[config.mk]
export PLATFORM = sky130hd
export DESIGN_NAME = sms_alarm_dispatcher
export DESIGN_NICKNAME = d
export VERILOG_FILES = /design/src/rtl/sms_alarm_dispatcher.sv
export SDC_FILE = /design/constraint.sdc
export NUM_CORES = 1
export LEC_CHECK = 0
export ABC_AREA = 1
export BUFFER_PORTS_ARGS = -buffer_cell sky130_fd_sc_hd__buf_2
export CORE_AREA = 10 10 654 656
export CTS_CLUSTER_SIZE = 8
export DETAILED_ROUTE_END_ITERATION = 12
export DIE_AREA = 0 0 664 666
export GPL_TIMING_DRIVEN = 0
export PLACE_DENSITY_LB_ADDON = 0.3
export SLEW_MARGIN = 10
export SYNTH_ARGS = -nofsm -noshare
export SYNTH_HDL_FRONTEND = slang
export SYNTH_SLANG_ARGS = --single-unit
[constraint.sdc]
create_clock -name clk_i -period 1.95 [get_ports clk_i]
set_clock_uncertainty 0.1 [all_clocks]
set_input_delay 0.2925 -clock clk_i [delete_from_list [all_inputs] [get_ports clk_i]]
set_output_delay 0.2925 -clock clk_i [all_outputs]
set_load 0.005 [all_outputs]
[src/rtl/sms_alarm_dispatcher.sv]
// Message composer/arbiter in front of the gsm SMS sender: queues user and alarm events,
// builds one text/phone pair at a time, pulses msg_start and waits for msg_done or a timeout.
module sms_alarm_dispatcher #(
   parameter int N_CH            = 3,
   parameter int TEXT_W          = 384,
   parameter int PHONE_DIGITS    = 11,
   parameter int ADDR_W          = 5,
   parameter int ROOMS_PER_FLOOR = 4,
   parameter int FLOORS          = 4,
   parameter int ROOM_POS        = 36,
   parameter int FLOOR_POS       = 46,
   // Byte 0 is sent first, so the literal is the message written back to front.
   parameter logic [TEXT_W-1:0] USER_TEXT = "._ :roolf ,_ moor ni derots neeb sah tcejbo ruoY",
   parameter logic [8*PHONE_DIGITS-1:0] ADMIN_PHONE = 88'h32_39_35_34_35_39_32_30_38_35_31,
   parameter int TIMEOUT_CYC     = 500_000_000
) (
   input  logic                       clk_i,
   input  logic                       rst_i,
   input  logic                       req_en_i,
   input  logic [ADDR_W-1:0]          room_addr_i,
   input  logic [4*PHONE_DIGITS-1:0]  cus_phone_bcd_i,
   input  logic [N_CH-1:0]            alarm_n_i,
   input  logic [N_CH-1:0]            alarm_mask_i,
   input  logic [N_CH*TEXT_W-1:0]     ch_text_i,
   input  logic                       msg_done_i,
   output logic [TEXT_W-1:0]          text_buf_o,
   output logic [8*PHONE_DIGITS-1:0]  phone_buf_o,
   output logic                       msg_start_o,
   output logic                       busy_o,
   output logic [N_CH-1:0]            pending_o,
   output logic                       addr_err_o,
   output logic                       timeout_o
);

   // state | meaning
   // IDLE  | nothing in flight; pick user request first, else lowest pending alarm
   // LOAD  | register text/phone for the chosen event, clear its queue bit
   // START | msg_start high for this single cycle, arm the wait timer
   // WAIT  | wait for msg_done; timer expiry drops the message and pulses timeout
   typedef enum logic [1:0] {IDLE, LOAD, START, WAIT} state_t;

   localparam int IDX_W    = (N_CH > 1) ? $clog2(N_CH) : 1;
   localparam int CNT_W    = (TIMEOUT_CYC > 1) ? $clog2(TIMEOUT_CYC) : 1;
   localparam int MAX_ADDR = FLOORS * ROOMS_PER_FLOOR;

   state_t                      state_q;
   logic                        req_q;
   logic [N_CH-1:0]             al_q;
   logic                        usr_pend_q, usr_pend_d;
   logic [ADDR_W-1:0]           usr_addr_q;
   logic [4*PHONE_DIGITS-1:0]   usr_phone_q;
   logic [N_CH-1:0]             pending_q, pending_d;
   logic                        serve_usr_q;
   logic [IDX_W-1:0]            serve_idx_q;
   logic [CNT_W-1:0]            cnt_q;
   logic [TEXT_W-1:0]           text_q;
   logic [8*PHONE_DIGITS-1:0]   phone_q;
   logic                        msg_start_q, busy_q, addr_err_q, timeout_q;

   logic                        req_ev, addr_ok, usr_set;
   logic [N_CH-1:0]             al_ev, clr_mask;
   logic [IDX_W-1:0]            low_idx;
   logic [TEXT_W-1:0]           usr_text;
   logic [8*PHONE_DIGITS-1:0]   usr_phone_ascii;
   logic [31:0]                 addr_m1;

   always_comb begin
      req_ev  = req_en_i & ~req_q;
      al_ev   = al_q & ~alarm_n_i;
      addr_ok = (room_addr_i != '0) && (32'(room_addr_i) <= 32'(MAX_ADDR));
      usr_set = req_ev & addr_ok;

      clr_mask = '0;
      if (state_q == LOAD && !serve_usr_q)
         clr_mask[serve_idx_q] = 1'b1;

      // A new event on the same edge as the LOAD clear keeps the bit set.
      pending_d  = (pending_q & ~clr_mask) | (al_ev & ~alarm_mask_i);
      usr_pend_d = (usr_pend_q & ~(state_q == LOAD && serve_usr_q)) | usr_set;
   end

   always_comb begin
      low_idx = '0;
      for (int i = N_CH - 1; i >= 0; i--)
         if (pending_q[i])
            low_idx = IDX_W'(i);
   end

   always_comb begin
      addr_m1  = 32'(usr_addr_q) - 32'd1;
      usr_text = USER_TEXT;
      usr_text[FLOOR_POS*8 +: 8] = 8'h31 + 8'(addr_m1 / 32'(ROOMS_PER_FLOOR));
      usr_text[ROOM_POS*8 +: 8]  = 8'h31 + 8'(addr_m1 % 32'(ROOMS_PER_FLOOR));
      usr_phone_ascii = '0;
      for (int k = 0; k < PHONE_DIGITS; k++)
         usr_phone_ascii[k*8 +: 8] = {4'h3, usr_phone_q[k*4 +: 4]};
   end

   always_ff @(posedge clk_i) begin
      if (rst_i) begin
         state_q     <= IDLE;
         req_q       <= 1'b0;
         al_q        <= '0;
         usr_pend_q  <= 1'b0;
         usr_addr_q  <= '0;
         usr_phone_q <= '0;
         pending_q   <= '0;
         serve_usr_q <= 1'b0;
         serve_idx_q <= '0;
         cnt_q       <= '0;
         text_q      <= '0;
         phone_q     <= '0;
         msg_start_q <= 1'b0;
         busy_q      <= 1'b0;
         addr_err_q  <= 1'b0;
         timeout_q   <= 1'b0;
      end else begin
         req_q       <= req_en_i;
         al_q        <= alarm_n_i;
         usr_pend_q  <= usr_pend_d;
         pending_q   <= pending_d;
         addr_err_q  <= req_ev & ~addr_ok;
         msg_start_q <= 1'b0;
         timeout_q   <= 1'b0;

         if (usr_set) begin
            usr_addr_q  <= room_addr_i;
            usr_phone_q <= cus_phone_bcd_i;
         end

         case (state_q)
            IDLE: begin
               if (usr_pend_q) begin
                  serve_usr_q <= 1'b1;
                  busy_q      <= 1'b1;
                  state_q     <= LOAD;
               end else if (|pending_q) begin
                  serve_usr_q <= 1'b0;
                  serve_idx_q <= low_idx;
                  busy_q      <= 1'b1;
                  state_q     <= LOAD;
               end
            end
            LOAD: begin
               if (serve_usr_q) begin
                  text_q  <= usr_text;
                  phone_q <= usr_phone_ascii;
               end else begin
                  text_q  <= ch_text_i[int'(serve_idx_q)*TEXT_W +: TEXT_W];
                  phone_q <= ADMIN_PHONE;
               end
               msg_start_q <= 1'b1;
               state_q     <= START;
            end
            START: begin
               cnt_q   <= CNT_W'(TIMEOUT_CYC - 1);
               state_q <= WAIT;
            end
            WAIT: begin
               if (msg_done_i) begin
                  busy_q  <= 1'b0;
                  state_q <= IDLE;
               end else if (cnt_q == '0) begin
                  timeout_q <= 1'b1;
                  busy_q    <= 1'b0;
                  state_q   <= IDLE;
               end else begin
                  cnt_q <= cnt_q - 1'b1;
               end
            end
            default: begin
               busy_q  <= 1'b0;
               state_q <= IDLE;
            end
         endcase
      end
   end

   assign text_buf_o  = text_q;
   assign phone_buf_o = phone_q;
   assign msg_start_o = msg_start_q;
   assign busy_o      = busy_q;
   assign pending_o   = pending_q;
   assign addr_err_o  = addr_err_q;
   assign timeout_o   = timeout_q;

endmodule

==> flow_metrics.tcl <==
set metrics [dict create \
    reg2reg_from "serve_idx_q[1]" \
    cts_tree "done" \
    htree_num_levels 3 \
    crit_path_start_kind "flop" \
    power_frac_clock_pct 24.3 \
    yosys_warnings 0 \
    clock_path_buffers 4 \
    period_share_pct 114 \
    worstHoldStart "ch_text_i[276]" \
    ys_seq_area_share_pct 42.6 \
    final_cell_area_mm2 0.0611 \
    drv_slew 0 \
    worstReg2RegEnd "text_buf_o[224]" \
    drive_above_1_share_pct 38.3 \
    gp_congestion 0.950 \
    worstSkewPairLatency_ps 850 \
    routed_via_density 3.39 \
    path_class "reg2reg" \
    pwr-share-comb_pct 52.5 \
    seqPwrFrac_pct 23.2 \
    clock_sinks 524 \
    fmax_mhz 451 \
    rsz0062_at_grt "yes" \
    hold_viol_final 0 \
    synthTopCellsByArea "dfxtp_1 (43%), nand2_1 (19%), a22oi_1 (5.5%)" \
    violations "negative setup slack" \
    period_needed_ps 2220 \
    grtUsageTotal_pct 16.4 \
    placed_area_mm2 0.0402 \
    drtIter0Drc 3633 \
    die_h_um 666 \
    numCtsBuffers 89 \
    final_core_util_pct 14.7 \
    synth_ff_type "dfxtp_1" \
    dp_hpwl_um 323000 \
    synth_edf_count 0 \
    synth_cell_types 36 \
    cap_violations 0 \
    grt_overflow_total 0 \
    power_density_mw_per_mm2 1060 \
    die_x_um 664 \
    grt_pass1_vias 41700 \
    dp_slack_ps -2470 \
    wl_um 384000 \
    reg2reg_setup_slack_ps -270 \
    crit_start "serve_idx_q[1]" \
    hold_depth 5 \
    syn_area_per_cell_um2 7.10 \
    via_count 41500 \
    syn2layout_area_growth_pct 148 \
    drc 0 \
    relSlewSlack_pct 4.99 \
    p_sw_mw 29.8 \
    run_status "complete, but fails checks" \
    synthCells 3468 \
    fin_ws_ps -266 \
    netlist_area_mm2 0.0246 \
    sw_frac_of_total_pct 45.8 \
    whs_endpoint "text_buf_o[276]" \
    grt_pass1_wl_um 473000 \
    io_pins 1690 \
    ir_worst_vdd_uv 709 \
    start_util_pct 5.94 \
    hold_path_class "in2reg" \
    synthArstFlopShare_pct 0 \
    portBuffers 1666 \
    synth_top_area_share_pct 42.6 \
    antenna_found_initial 230 \
    post_drt_wl_per_cell_um 31.4 \
    synth_top_area_cell "dfxtp_1" \
    synth-seq-cells 524 \
    report.power.total_mw 65.0 \
    p_int_mw 35.2 \
    worstPathRequired_ps 2470 \
    setup_viol 368 \
    dieArea_mm2 0.442 \
    root_buffer "clkbuf_16" \
    p_leak_nw 25.1 \
    grt_max_degree 24 \
    row_count 237 \
    coreArea_mm2 0.415 \
    worstMarginPinSlew_ps 1430 \
    fin_nets 7818 \
    cp_max_fo 10 \
    critPathCaptureType "flop" \
    clk_pin_slew_worst_paths_ps 50 \
    reg2regPathDepth 7 \
    drtAntennaViolNets 0 \
    cp.arrival_ps 2740 \
    drt-pass1-iter-count 6 \
]
[Yosys cell counts, types with 2 or more instances]
| master | instances |
|---|---|
| clkbuf_1 | 169 |
| nand2_1 | 1240 |
| a41oi_1 | 80 |
| xor2_1 | 15 |
| nor4_1 | 2 |
| a31oi_1 | 175 |
| inv_1 | 61 |
| buf_4 | 51 |
| buf_2 | 105 |
| a221oi_1 | 25 |
| ha_1 | 9 |
| o21ai_0 | 224 |
| nor2_1 | 106 |
| a22oi_1 | 179 |
| a21oi_1 | 256 |
| nand3b_1 | 3 |
| nor2_4 | 3 |
| a211oi_1 | 2 |
| or2_2 | 2 |
| nand2_2 | 2 |
| nand4_1 | 8 |
| dfxtp_1 | 524 |
| xnor2_1 | 4 |
| buf_1 | 8 |
| nor3_1 | 2 |
| o211ai_1 | 4 |
| inv_2 | 6 |
| nor2_2 | 3 |
| nand3_1 | 193 |
[what timing repair did]
action                                  4_1_cts  5_1_grt
hold buffers                               1208        3
endpoints found under the hold margin       457        3
gates resized for setup                     709      331
endpoints found under the setup margin      592      546
buffers inserted                             83       35
pin swaps                                    49       50
gates cloned                                 22       11
[final cells by class]
type | count | area, um2
Fill cell | 47400 | 354000
Timing Repair Buffer | 3027 | 23000
Multi-Input combinational cell | 2563 | 14500
Sequential cell | 524 | 10500
Tap cell | 5497 | 6880
Buffer | 324 | 3020
Clock buffer | 106 | 2390
Inverter | 68 | 315
Clock inverter | 18 | 270
Antenna cell | 106 | 265
Timing Repair inverter | 1 | 30.0
[placed cells by master (no fill, tap or decap), types with 66 or more instances in the layout]
| cell type | netlist | final |
|---|---|---|
| a21oi_1 | 256 | 235 |
| a22oi_1 | 179 | 108 |
| a22oi_2 | 0 | 71 |
| a31oi_1 | 175 | 170 |
| buf_12 | 0 | 74 |
| buf_2 | 105 | 1687 |
| buf_4 | 51 | 105 |
| clkbuf_1 | 169 | 82 |
| clkbuf_16 | 0 | 108 |
| dfxtp_1 | 524 | 516 |
| diode_2 | 0 | 106 |
| dlygate4sd3_1 | 0 | 1211 |
| nand2_1 | 1240 | 1112 |
| nand2_2 | 2 | 66 |
| nand3_1 | 193 | 166 |
| nor2_1 | 106 | 104 |
| o21ai_0 | 224 | 224 |
[per-stage QoR]
step                      hold WS [ps]   TNS, ps  cells
after floorplan                    271         0   3489
after global placement             332  -1231440  10700
after detailed placement           321   -760830  10700
after CTS                         5.64    -91600  12100
after global routing               106    -80320  12200
final                              131    -45020  12200
[worst max-delay path: stages, from the launching register on]
cell and delay [ps]:
dfxtp_4 370, nor2_4 40, buf_12 140, buf_16 170, buf_16 170, clkbuf_4 260
a22oi_2 510, a31oi_1 140
[worst max path at each step]
stage | cells past startpoint | to | slack [ps]
after floorplan | 10 | text_buf_o[286] | 190
after global placement | 8 | text_buf_o[133] | -3870
after detailed placement | 8 | text_buf_o[161] | -2470
after CTS | 7 | text_buf_o[186] | -370
after global routing | 7 | text_buf_o[185] | -370
final | 7 | text_buf_o[224] | -270
[metal layers]
| metal | vias up | GRT usage [%] | routed length, um |
|---|---|---|---|
| li1 | 18300 | - | - |
| met1 | 20100 | 18.4 | 144000 |
| met2 | 2398 | 29.1 | 188000 |
| met3 | 638 | 5.82 | 37100 |
| met4 | 86 | 4.88 | 14200 |
| met5 | - | 0 | 547 |
[state kept, by name, summed over array words and instances (netlist names)]
signal / cells
phone_buf_o: 45
timeout_o: 1
al_q: 3
addr_err_o: 1
cnt_q: 29
text_buf_o: 384
usr_phone_q: 44
state_q: 2
serve_idx_q: 2
serve_usr_q: 1
pending_o: 3
msg_start_o: 1
busy_o: 1
usr_addr_q: 5
req_q: 1
usr_pend_q: 1
[logic make-up after synthesis]
kind of cell | share of synthesized area, %
AO/OA/AOI/OAI | 23.7
XOR/XNOR | 0.675
adder cells (fa/ha/maj) | 0.457
buffers and inverters | 7.46
flip-flops | 42.6
other | 0.0152
AND/OR/NAND/NOR | 25.2
[power groups by stage]
| stage | registers [mW] | clock network (mW) | logic, mW |
|---|---|---|---|
| 2_1_floorplan | 15.0 | 0 | 9.38 |
| 3_3_place_gp | 15.1 | 0 | 26.0 |
| 3_5_place_dp | 15.2 | 0 | 26.1 |
| 4_1_cts | 15.0 | 16.6 | 33.4 |
| 5_1_grt | 15.3 | 16.7 | 36.4 |
| 6_report | 15.1 | 15.8 | 34.1 |
(Power assumes the default switching activity.)
